### config.mk
export PLATFORM = sky130hd
export DESIGN_NAME = pipeline_skid_reg_flat
export DESIGN_NICKNAME = d
export VERILOG_FILES = /design/src/rtl/pipeline_skid_reg_if.sv /design/src/rtl/pipeline_skid_reg.sv /design/src/flat_wrapper.sv
export SDC_FILE = /design/constraint.sdc
export NUM_CORES = 1
export LEC_CHECK = 0
export CORE_MARGIN = 1
export CORE_UTILIZATION = 42
export DETAILED_ROUTE_END_ITERATION = 8
export GPL_ROUTABILITY_DRIVEN = 0
export GPL_TIMING_DRIVEN = 0
export PLACE_DENSITY = 0.88
export SYNTH_ARGS = -nofsm -noshare
export SYNTH_HDL_FRONTEND = slang
export SYNTH_SLANG_ARGS = --single-unit
### constraint.sdc
create_clock -name clk -period 2 [get_ports clk]
set_input_delay 0.4 -clock clk [delete_from_list [all_inputs] [get_ports clk]]
set_output_delay 0.4 -clock clk [all_outputs]
set_load 0.005 [all_outputs]
### src/rtl/pipeline_skid_reg_if.sv
// Handshake and data bundle for pipeline_skid_reg: upstream push side, downstream pop side
// and the occupancy count. master = surrounding logic, slave = the register block.
interface pipeline_skid_reg_if #(
    parameter int ADDR_WIDTH = 32,
    parameter int INST_WIDTH = 32,
    parameter int LANES      = 1
);
    logic                        in_valid;
    logic                        in_ready;
    logic [ADDR_WIDTH-1:0]       addr_in;
    logic [LANES*INST_WIDTH-1:0] inst_in;
    logic [LANES-1:0]            mask_in;
    logic                        out_valid;
    logic                        out_ready;
    logic [ADDR_WIDTH-1:0]       addr_out;
    logic [LANES*INST_WIDTH-1:0] inst_out;
    logic [LANES-1:0]            mask_out;
    logic [1:0]                  count;

    modport master (
        output in_valid, addr_in, inst_in, mask_in, out_ready,
        input  in_ready, out_valid, addr_out, inst_out, mask_out, count
    );

    modport slave (
        input  in_valid, addr_in, inst_in, mask_in, out_ready,
        output in_ready, out_valid, addr_out, inst_out, mask_out, count
    );
endinterface

### src/rtl/pipeline_skid_reg.sv
// Fetch-entry pipeline register. Default build: single register with combinational in_ready.
// Define PIPELINE_SKID_REG_SKID_EN for a main+skid pair with a registered in_ready.
module pipeline_skid_reg #(
    parameter int ADDR_WIDTH = 32,
    parameter int INST_WIDTH = 32,
    parameter int LANES      = 1
) (
    input  logic               clk,
    input  logic               rst,
    input  logic               flush,
    pipeline_skid_reg_if.slave bus
);
    typedef enum logic [1:0] {EMPTY = 2'd0, ONE = 2'd1, FULL = 2'd2} state_t;

    state_t                      state, state_nxt;
    logic                        out_valid, in_ready;
    logic                        push, pop, store;
    logic                        load_main_in;
    logic [ADDR_WIDTH-1:0]       main_addr;
    logic [LANES*INST_WIDTH-1:0] main_inst;
    logic [LANES-1:0]            main_mask;

    assign out_valid = (state != EMPTY);
    assign push      = bus.in_valid & in_ready;
    assign pop       = out_valid & bus.out_ready;
    // An all-lanes-invalid entry still completes the handshake but is never stored.
    assign store     = push & (|bus.mask_in) & ~flush;

`ifdef PIPELINE_SKID_REG_SKID_EN
    logic                        load_skid, load_main_skid;
    logic [ADDR_WIDTH-1:0]       skid_addr;
    logic [LANES*INST_WIDTH-1:0] skid_inst;
    logic [LANES-1:0]            skid_mask;
`endif

    always_ff @(posedge clk or negedge rst) begin
        if (!rst) state <= EMPTY;
        else      state <= state_nxt;
    end

    always_comb begin
        state_nxt    = state;
        load_main_in = 1'b0;
`ifdef PIPELINE_SKID_REG_SKID_EN
        load_skid      = 1'b0;
        load_main_skid = 1'b0;
`endif
        if (flush) begin
            state_nxt = EMPTY;
        end else begin
            case (state)
                EMPTY: if (store) begin
                    state_nxt    = ONE;
                    load_main_in = 1'b1;
                end
                ONE: begin
                    if (store && pop) begin
                        load_main_in = 1'b1;
`ifdef PIPELINE_SKID_REG_SKID_EN
                    end else if (store) begin
                        state_nxt = FULL;
                        load_skid = 1'b1;
`endif
                    end else if (pop) begin
                        state_nxt = EMPTY;
                    end
                end
                FULL: begin
`ifdef PIPELINE_SKID_REG_SKID_EN
                    // in_ready is low here, so a pop is the only way out.
                    if (pop) begin
                        state_nxt      = ONE;
                        load_main_skid = 1'b1;
                    end
`else
                    state_nxt = EMPTY;
`endif
                end
                default: state_nxt = EMPTY;
            endcase
        end
    end

    always_ff @(posedge clk or negedge rst) begin
        if (!rst) begin
            main_addr <= '0;
            main_inst <= '0;
            main_mask <= '0;
        end else if (load_main_in) begin
            main_addr <= bus.addr_in;
            main_inst <= bus.inst_in;
            main_mask <= bus.mask_in;
`ifdef PIPELINE_SKID_REG_SKID_EN
        end else if (load_main_skid) begin
            main_addr <= skid_addr;
            main_inst <= skid_inst;
            main_mask <= skid_mask;
`endif
        end
    end

`ifdef PIPELINE_SKID_REG_SKID_EN
    always_ff @(posedge clk or negedge rst) begin
        if (!rst) begin
            skid_addr <= '0;
            skid_inst <= '0;
            skid_mask <= '0;
        end else if (load_skid) begin
            skid_addr <= bus.addr_in;
            skid_inst <= bus.inst_in;
            skid_mask <= bus.mask_in;
        end
    end

    // Registered ready breaks the out_ready -> in_ready timing path.
    always_ff @(posedge clk or negedge rst) begin
        if (!rst) in_ready <= 1'b1;
        else      in_ready <= (state_nxt != FULL);
    end
`else
    assign in_ready = ~out_valid | bus.out_ready;
`endif

    // Bubbles are presented as zero so inst_out reads as a NOP.
    assign bus.in_ready  = in_ready;
    assign bus.out_valid = out_valid;
    assign bus.addr_out  = out_valid ? main_addr : '0;
    assign bus.inst_out  = out_valid ? main_inst : '0;
    assign bus.mask_out  = out_valid ? main_mask : '0;
    assign bus.count     = state;
endmodule

### src/flat_wrapper.sv
// flat-port wrapper written by rule: the top's interface ports become plain ports
module pipeline_skid_reg_flat 
#(
    parameter int ADDR_WIDTH = 32,
    parameter int INST_WIDTH = 32,
    parameter int LANES      = 1
)
  (clk, rst, flush, bus_in_valid, bus_addr_in, bus_inst_in, bus_mask_in, bus_out_ready, bus_in_ready, bus_out_valid, bus_addr_out, bus_inst_out, bus_mask_out, bus_count);
  pipeline_skid_reg_if #(.ADDR_WIDTH(ADDR_WIDTH), .INST_WIDTH(INST_WIDTH), .LANES(LANES)) bus_i ();
  input  logic clk;
  input  logic rst;
  input  logic flush;
  input wire logic [$bits(bus_i.in_valid)-1:0] bus_in_valid;
  input wire logic [$bits(bus_i.addr_in)-1:0] bus_addr_in;
  input wire logic [$bits(bus_i.inst_in)-1:0] bus_inst_in;
  input wire logic [$bits(bus_i.mask_in)-1:0] bus_mask_in;
  input wire logic [$bits(bus_i.out_ready)-1:0] bus_out_ready;
  output wire logic [$bits(bus_i.in_ready)-1:0] bus_in_ready;
  output wire logic [$bits(bus_i.out_valid)-1:0] bus_out_valid;
  output wire logic [$bits(bus_i.addr_out)-1:0] bus_addr_out;
  output wire logic [$bits(bus_i.inst_out)-1:0] bus_inst_out;
  output wire logic [$bits(bus_i.mask_out)-1:0] bus_mask_out;
  output wire logic [$bits(bus_i.count)-1:0] bus_count;
  assign bus_i.in_valid = bus_in_valid;
  assign bus_i.addr_in = bus_addr_in;
  assign bus_i.inst_in = bus_inst_in;
  assign bus_i.mask_in = bus_mask_in;
  assign bus_i.out_ready = bus_out_ready;
  assign bus_in_ready = bus_i.in_ready;
  assign bus_out_valid = bus_i.out_valid;
  assign bus_addr_out = bus_i.addr_out;
  assign bus_inst_out = bus_i.inst_out;
  assign bus_mask_out = bus_i.mask_out;
  assign bus_count = bus_i.count;
  pipeline_skid_reg #(.ADDR_WIDTH(ADDR_WIDTH), .INST_WIDTH(INST_WIDTH), .LANES(LANES)) u_core (.clk(clk), .rst(rst), .flush(flush), .bus(bus_i));
endmodule
# --- Word-level counts from Yosys, hierarchy flattened ---
# Index checks and enable logic that the tools add are counted.
word_totals:
  reg_bits: 67
  latchBits: 0
  ram_bits: 0
  romBits: 0
  out_inout_bits: 69
  word_cells: 31
  n_memories: 0
op_classes:
  addsub: 0
  mul: 0
  n_div: 0
  magnitude_cmp: 0
  eq_ne: 4
  shift: 0
  muxes: 12
  bitwise_logic: 7
  reduce_logical: 4
op_table:
  columns: ["operator", "count"]
  rows:
  - ["$mux W32", 2]
  - ["$mux W2", 4]
  - ["$ne A3 B2 Y1 const B", 2]
  - ["$and A1 B1 Y1", 4]
  - ["$mux W1", 4]
  - ["$pmux W2 S2", 1]
  - ["$ne A3 B3 Y1 const B", 1]
  - ["$reduce_and A3 Y1", 1]
  - ["$eq A2 B1 Y1 const B", 1]
  - ["$logic_not A2 Y1", 1]
  - ["$not A1 Y1", 2]
  - ["$pmux W1 S2", 1]
  - ["$reduce_bool A2 Y1", 1]
  - ["$logic_and A1 B1 Y1", 1]
  - ["$or A1 B1 Y1", 1]

# --- Depth between registers and ports, before layout ---
# Gate-level depths: netlist (run 1).
logic_depth:
  depth_word: 10
  depth_mapped: 5
  mapped_depth_nobuf: 3

# --- Least setup slack after synthesis (run 1) ---
# OpenSTA, ideal clock, no wires.
synth_timing:
  kind: "register to register"
  startpoint: "register u_core.state[0] (netlist: u_core.bus.count[0])"
  endpoint: "register u_core.main_addr[0]"
  setup_ns: 0.125
  arrival_time_ns: 1.354
  required_time_ns: 1.875
  path_slack_ns: 0.521
  path_stages_with_launch: 6
  n_path_buf: 2
  path_cell_list: "dfrtp_1 -> nand2b_4 -> nor3b_4 -> buf_12 -> buf_12 -> mux2_4"
synth_via:
  elab_chain_len: 10
synth_rtl:
  columns: ["item", "line_no", "source"]
  rows:
  - ["start, declared", "pipeline_skid_reg.sv:15", "state_t state, state_nxt;"]
  - ["start signal, assigned", "pipeline_skid_reg.sv:38", "else state <= state_nxt;"]
  - ["$reduce_bool A2 Y1 (*)", "pipeline_skid_reg.sv:23", "assign out_valid = (state != EMPTY);"]
  - ["$not A1 Y1 (*)", "pipeline_skid_reg.sv:121", "assign in_ready = ~out_valid | bus.out_ready;"]
  - ["$or A1 B1 Y1 (*)", "pipeline_skid_reg.sv:121", null]
  - ["via bus_in_ready", "flat_wrapper.sv:18", "output wire logic [$bits(bus_i.in_ready)-1:0] bus_in_ready;"]
  - ["$and A1 B1 Y1 (*)", "pipeline_skid_reg.sv:24", "assign push = bus.in_valid & in_ready;"]
  - ["$and A1 B1 Y1 (*) (2 in a row)", "pipeline_skid_reg.sv:27", "assign store = push & (|bus.mask_in) & ~flush;"]
  - ["$logic_and A1 B1 Y1", "pipeline_skid_reg.sv:57", "if (store && pop) begin"]
  - ["$mux W1", "pipeline_skid_reg.sv:57", null]
  - ["$pmux W1 S2 (*)", "pipeline_skid_reg.sv:51", "case (state)"]
  - ["$mux W1 (*)", "pipeline_skid_reg.sv:48", "if (flush) begin"]
  - ["end signal, assigned", "pipeline_skid_reg.sv:90", "main_addr <= bus.addr_in;"]
  - ["end, declared", "pipeline_skid_reg.sv:19", "logic [ADDR_WIDTH-1:0] main_addr;"]
# Mark *: on every way through the listed nets, which the timed path passes. The rest lies on a longest branch.
# A chain may end at the register's enable or synchronous reset.

# --- Final worst setup path (run 1) ---
layout_timing:
  startpoint: "register u_core.state[0] (netlist: u_core.bus.count[0])"
  endpoint: "output bus_addr_out[17]"
layout_via:
  elab_chain_len: 2
layout_rtl:
  columns: ["item", "line_no", "source"]
  rows:
  - ["$reduce_bool A2 Y1", "pipeline_skid_reg.sv:23", null]
  - ["$mux W32", "pipeline_skid_reg.sv:127", "assign bus.addr_out = out_valid ? main_addr : '0;"]
  - ["end, declared", "flat_wrapper.sv:20", "output wire logic [$bits(bus_i.addr_out)-1:0] bus_addr_out;"]
# No other way between the ends.

==> results.sh, run 1 <==
export IMPL_swShare=0.222
export IMPL_coreArea_mm2=0.00729
export IMPL_regArea_mm2=0.00165
export IMPL_pwr_share_seq=0.440
export IMPL_hp_class="primary input to async pin"
export IMPL_ys_ff_latch=66
export IMPL_p_leak_nw=2.41
export IMPL_multi_input_area_mm2=0.00136
export IMPL_via_per_inst=4.60
export IMPL_antenna_found_initial=0
export IMPL_r2r_end="u_core.main_addr[12]$_DFFE_PN0P_"
export IMPL_powerDensity_mw_per_mm2=794
export IMPL_cts_clk_slew_worst_paths_ps=80
export IMPL_synthesis_instances=217
export IMPL_run_status="finished, final reports clean"
export IMPL_total_power_mw=3.94
export IMPL_relSlewSlack=0.455
export IMPL_wire_per_inst_um=15.3
export IMPL_criticalPathCategory="flop to primary output"
export IMPL_grt_overflow=0
export IMPL_hpwlAfterDp_mm=5.18
export IMPL_pre_cts_slack_ps=-384
export IMPL_r2r_cells=6
export IMPL_max_freq_mhz=515
export IMPL_hold_ws_ps=169
export IMPL_max_cap_viol_count=0
export IMPL_arrival_ps=1540
export IMPL_endpoint_kind="primary output"
export IMPL_vias=2166
export IMPL_hold_buffers=0
export IMPL_synth_edf_count=0
export IMPL_fin_nets=437
export IMPL_ctsLongestPathBuffers=2
export IMPL_yosys_most_used_dff="dfrtp_1"
export IMPL_netlist_area_mm2=0.00318
export IMPL_grt_pass1_wl_mm=10.9
export IMPL_r2r_slack_ps=310
export IMPL_cts_root_buf="clkbuf_8"
export IMPL_worstMarginPinSlew_ps=818
export IMPL_first_global_vias=2270
export IMPL_grt_max_degree=67
export IMPL_drt_initial_drc_count=36
export IMPL_grtUsageTotal=0.186
export IMPL_ys_top_cells_by_area="dfrtp_1 52%, mux2_4 23%, and2_1 13%"
export IMPL_cts_buffers=9
export IMPL_area_growth_pct=55.9
export IMPL_diodes=0
export IMPL_synth_net_count=287
export IMPL_synth_most_common_cell="dfrtp_1"
export IMPL_finalWirelength_mm=7.21
export IMPL_power_internal_mw=3.06
export IMPL_worstPathRequired_ps=1600
export IMPL_io_buffers=137
export IMPL_fin_util=0.681
export IMPL_die_area_mm2=0.00793
export IMPL_cp_max_fo=9
export IMPL_synthDominantCellAreaShare=0.519
export IMPL_ir_drop_v=0.000410
export IMPL_hold_viol=0
export IMPL_dieHeight_um=89.1
export IMPL_die_x_um=89.1
export IMPL_p_sw_mw=0.876
export IMPL_r2r_start="u_core.bus.count[0]$_DFFE_PN0P_"
export IMPL_min_period_over_period=0.971
export IMPL_num_io_pins=139
export IMPL_ant_nets=0
export IMPL_tns_ps=0
export IMPL_nFillCells=584
export IMPL_netlist_top_cell_by_area="dfrtp_1"
export IMPL_synth_warnings=0
export IMPL_yosys_top_cells_count="66 x dfrtp_1, 65 x and2_1, 49 x mux2_4"
export IMPL_drive_gt1_frac=0.277
export IMPL_yosysSeqAreaShare=0.519
export IMPL_num_rows=31
export IMPL_synth_cell_types=13
export IMPL_setup_viol=0
export IMPL_layout_setup_ws_ps=57.9
export IMPL_critPathLaunchType="flop"
export IMPL_cts_max_level=3
export IMPL_grt_setup_unrepaired="no"
export IMPL_maxSlewViolCount=0
export IMPL_drc_errors=0
export IMPL_combPwrFrac=0.209
export IMPL_numClockSinks=66
export IMPL_clockPowerShare=0.350
export IMPL_cts_tree="built"
export IMPL_start_util=0.437
export IMPL_avgSynthCellArea_um2=14.7
export IMPL_clk_latency_ps=330
export IMPL_fin_crit_ps=1940
export IMPL_async_flop_share=1.00
export IMPL_skew_ps=5.20
export IMPL_dr_pass1_iters=4
[power groups by stage]
stage	Clock, mW	Sequential [mW]	Combinational, mW
final	1.38	1.73	0.825
after floorplan	0	1.71	0.485
after global routing	1.48	1.76	0.890
after CTS	1.41	1.73	0.839
after detailed placement	0	1.76	0.855
after global placement	0	1.74	0.832
[worst max-delay path by stage]
stage / start / endpoint / slack (ps) / cells past startpoint
floorplan: u_core.bus.count[0]$_DFFE_PN0P_ / u_core.main_addr[0]$_DFFE_PN0P_ / 520 / 5
global placement: rst / u_core.main_inst[8]$_DFFE_PN0P_ / -1630 / 1
detailed placement: u_core.bus.count[0]$_DFFE_PN0P_ / bus_inst_out[0] / -380 / 4
CTS: u_core.bus.count[0]$_DFFE_PN0P_ / bus_inst_out[5] / -90 / 4
global route: u_core.bus.count[0]$_DFFE_PN0P_ / bus_addr_out[31] / 0.9 / 3
finish: u_core.bus.count[0]$_DFFE_PN0P_ / bus_addr_out[17] / 60 / 3
[cell usage in the layout, fill, tap and decap left out]
cell	instances
a21oi_1	1
conb_1	1
buf_6	1
bufinv_16	3
nand2_1	1
dlygate4sd2_1	51
mux2_2	15
or2_2	1
nand2b_4	1
buf_4	6
and2_1	65
inv_6	1
dlymetal6s2s_1	2
clkdlybuf4s50_1	83
mux2_4	49
dfrtp_2	1
buf_12	6
nor3b_4	1
clkbuf_8	15
clkinv_2	1
clkbuf_16	1
clkinv_4	1
dfrtp_1	65
[layer usage]
layer	routed length, um	GRT usage	vias to the layer above
met4	182	0.0924	0
met5	0	0	-
met3	455	0.0499	16
met1	2970	0.216	1057
li1	-	-	1009
met2	3610	0.317	84
[state kept, by name, indices dropped and copies added (netlist names)]
register	count
u_core.main_addr	32
u_core.main_inst	32
u_core.bus.count	1
u_core.main_mask	1
[repair_timing]
item / CTS / global route
setup endpoints to repair: 65 / 12
gates resized for setup: 73 / 4
setup buffers: 2 / 0
[critical path, cell delays in order, from the launching register on]
cell	delay, ps
dfrtp_2	430
clkbuf_16	170
and2_1	150
clkdlybuf4s50_1	460
[per-stage QoR]
stage | area [um2] | cells
3_3_place_gp | 4680 | 453
4_1_cts | 4950 | 471
6_report | 4960 | 471
3_5_place_dp | 4680 | 453
5_1_grt | 4960 | 471
2_1_floorplan | 3180 | 217
[cell families after synthesis]
family / after synthesis / synth area share
other cells: 1 / 0.00118
mux: 64 / 0.284
simple gates: 69 / 0.141
flops: 66 / 0.519
buf+inv: 16 / 0.0531
compound gates: 1 / 0.00157
[final cells by class]
cell class,count,share of cell area
Buffer,16,0.0499
Clock buffer,10,0.0277
Clock inverter,6,0.0227
Multi-Input combinational cell,135,0.275
Sequential cell,66,0.333
Tap cell,99,0.0250
Timing Repair Buffer,139,0.267
No activity file was read; power rests on OpenSTA's default activity.
==> run 2, diff against run 1 <==
Settings changed: MAX_ROUTING_LAYER set to met4.
==> run 2 against run 1 <==
Worst hold slack barely moved. Largest power group unchanged. Sequential cell count unchanged. Total power is essentially flat. Critical path type unchanged. Wire length fell by 0.35%. Sequential share of layout area did not move. Clock skew increased by 0.67 ps. Sequential power is essentially flat. Maximum frequency barely moved. Critical path depth unchanged. Critical endpoint unchanged. Setup slack barely moved. Final area unchanged. Die area unchanged.
==> results.sh, run 2 (same netlist as run 1, synthesis figures left out) <==
export IMPL_io_buffers=137
export IMPL_hpwlAfterDp_mm=5.18
export IMPL_hold_viol=0
export IMPL_crit_chain="clkbuf_16 -> and2_1 -> clkdlybuf4s50_1"
export IMPL_dr_pass1_iters=4
export IMPL_coreArea_mm2=0.00729
export IMPL_met3_usage=0.0425
export IMPL_worstPathRequired_ps=1600
export IMPL_arrival_ps=1540
export IMPL_hold_ws_ps=169
export IMPL_cts_buffers=9
export IMPL_met2_usage=0.315
export IMPL_fin_util=0.681
export IMPL_run_status="finished, final reports clean"
export IMPL_critical_path_slowest_cell="clkdlybuf4s50_1"
export IMPL_top_regs="u_core.main_addr (32), u_core.main_inst (32)"
export IMPL_fin_nets=437
export IMPL_die_x_um=89.1
export IMPL_relSlewSlack=0.455
export IMPL_grt_pass1_wl_mm=10.9
export IMPL_p_leak_nw=2.41
export IMPL_cts_root_buf="clkbuf_8"
export IMPL_ant_nets=0
export IMPL_max_cap_viol_count=0
export IMPL_maxSlewViolCount=0
export IMPL_drive_gt1_frac=0.277
export IMPL_die_area_mm2=0.00793
export IMPL_diodes=0
export IMPL_fin_crit_ps=1940
export IMPL_endpoint_kind="primary output"
export IMPL_grt_max_degree=67
export IMPL_grt_setup_unrepaired="no"
export IMPL_drc_errors=0
export IMPL_setup_viol=0
export IMPL_finalWirelength_mm=7.19
export IMPL_num_rows=31
export IMPL_layout_common_cells="83 x clkdlybuf4s50_1, 65 x and2_1, 65 x dfrtp_1, 51 x dlygate4sd2_1, 49 x mux2_4"
export IMPL_grt_use_met1=0.225
export IMPL_start_util=0.437
export IMPL_critPathLaunchType="flop"
export IMPL_powerDensity_mw_per_mm2=794
export IMPL_cts_max_level=3
export IMPL_cts_clk_slew_worst_paths_ps=70
export IMPL_hold_buffers=0
export IMPL_numClockSinks=66
export IMPL_grt_overflow=0
export IMPL_crit_start="u_core.bus.count[0]$_DFFE_PN0P_"
export IMPL_drt_initial_drc_count=33
export IMPL_clk_latency_ps=330
export IMPL_cts_tree="built"
export IMPL_r2r_start="u_core.bus.count[0]$_DFFE_PN0P_"
export IMPL_cp_max_fo=9
export IMPL_nFillCells=584
export IMPL_via_per_inst=4.60
export IMPL_num_io_pins=139
export IMPL_ctsLongestPathBuffers=2
export IMPL_antenna_found_initial=0
export IMPL_ir_drop_v=0.000410
export IMPL_dieHeight_um=89.1
export IMPL_min_period_over_period=0.971
export IMPL_max_freq_mhz=515
export IMPL_skew_ps=5.86
export IMPL_place_area_mm2=0.00468
export IMPL_worstMarginPinSlew_ps=817
export IMPL_first_global_vias=2278
export IMPL_top_usage_layer="met2"
export IMPL_criticalPathCategory="flop to primary output"
export IMPL_wire_per_inst_um=15.3
export IMPL_area_growth_pct=55.9
export IMPL_stdcell_area_mm2=0.00496
export IMPL_slowest_delay_ps=460
export IMPL_hp_class="primary input to async pin"
export IMPL_vias=2168
export IMPL_mostFrequentLayoutCell="clkdlybuf4s50_1"
export IMPL_grtUsageTotal=0.192
run 2: cell counts in the layout (fill, tap and decap cells not counted):
No cell type changed its count.
run 2: cell type report:
| class | count | area (um2) | share of cell area |
|---|---|---|---|
| sequential | 66 | 1650 | 0.333 |
| multi-input combinational | 135 | 1360 | 0.275 |
| timing repair buffer | 139 | 1330 | 0.267 |
| buffer | 16 | 248 | 0.0499 |
| clock buffer | 10 | 138 | 0.0277 |
| tap | 99 | 124 | 0.0250 |
| clock inverter | 6 | 113 | 0.0227 |
run 2: report_power, final:
group | switching, mW | total (mW) | internal, mW
combinational | 0.228 | 0.825 | 0.596
clock | 0.515 | 1.38 | 0.867
sequential | 0.134 | 1.73 | 1.60
total | 0.877 | 3.94 | 3.06
run 2: through the flow:
step	setup TNS, ps	setup WS (ps)	cells	power (mW)
3_5_place_dp	-18100	-384	453	2.61
3_3_place_gp	-123470	-1630	453	2.57
2_1_floorplan	0	521	217	2.19
4_1_cts	-89.0	-89.0	471	3.98
6_report	0	57.8	471	3.94
5_1_grt	0	3.89	471	4.14
run 2: repair_timing:
action	CTS	global route
gates resized for setup	73	4
endpoints found under the setup margin	65	12
setup buffers	2	0
run 2: worst paths after layout:
kind                       slack [ps]  cells after the start                          endpoint
min reg2reg                       480                      1      u_core.main_mask$_DFFE_PN0P_
min in group clk                  480                      1      u_core.main_mask$_DFFE_PN0P_
max reg2reg                       310                      6  u_core.main_addr[12]$_DFFE_PN0P_
max in group asynchronous        1270                      1   u_core.bus.count[0]$_DFFE_PN0P_
min                               170                      1   u_core.main_addr[7]$_DFFE_PN0P_
max                                60                      3                  bus_addr_out[17]
run 2: per-layer routing:
layer,share of wire,vias to the layer above
met2,0.50,86
li1,-,1010
met4,0.025,0
met5,0,-
met1,0.42,1056
met3,0.056,16
run 2: worst max-delay path: cells and delay by family (launching register included):
family | cells | cell delay (ps)
buffers and inverters | 2 | 630
DFF | 1 | 430
and+or+nand+nor | 1 | 150
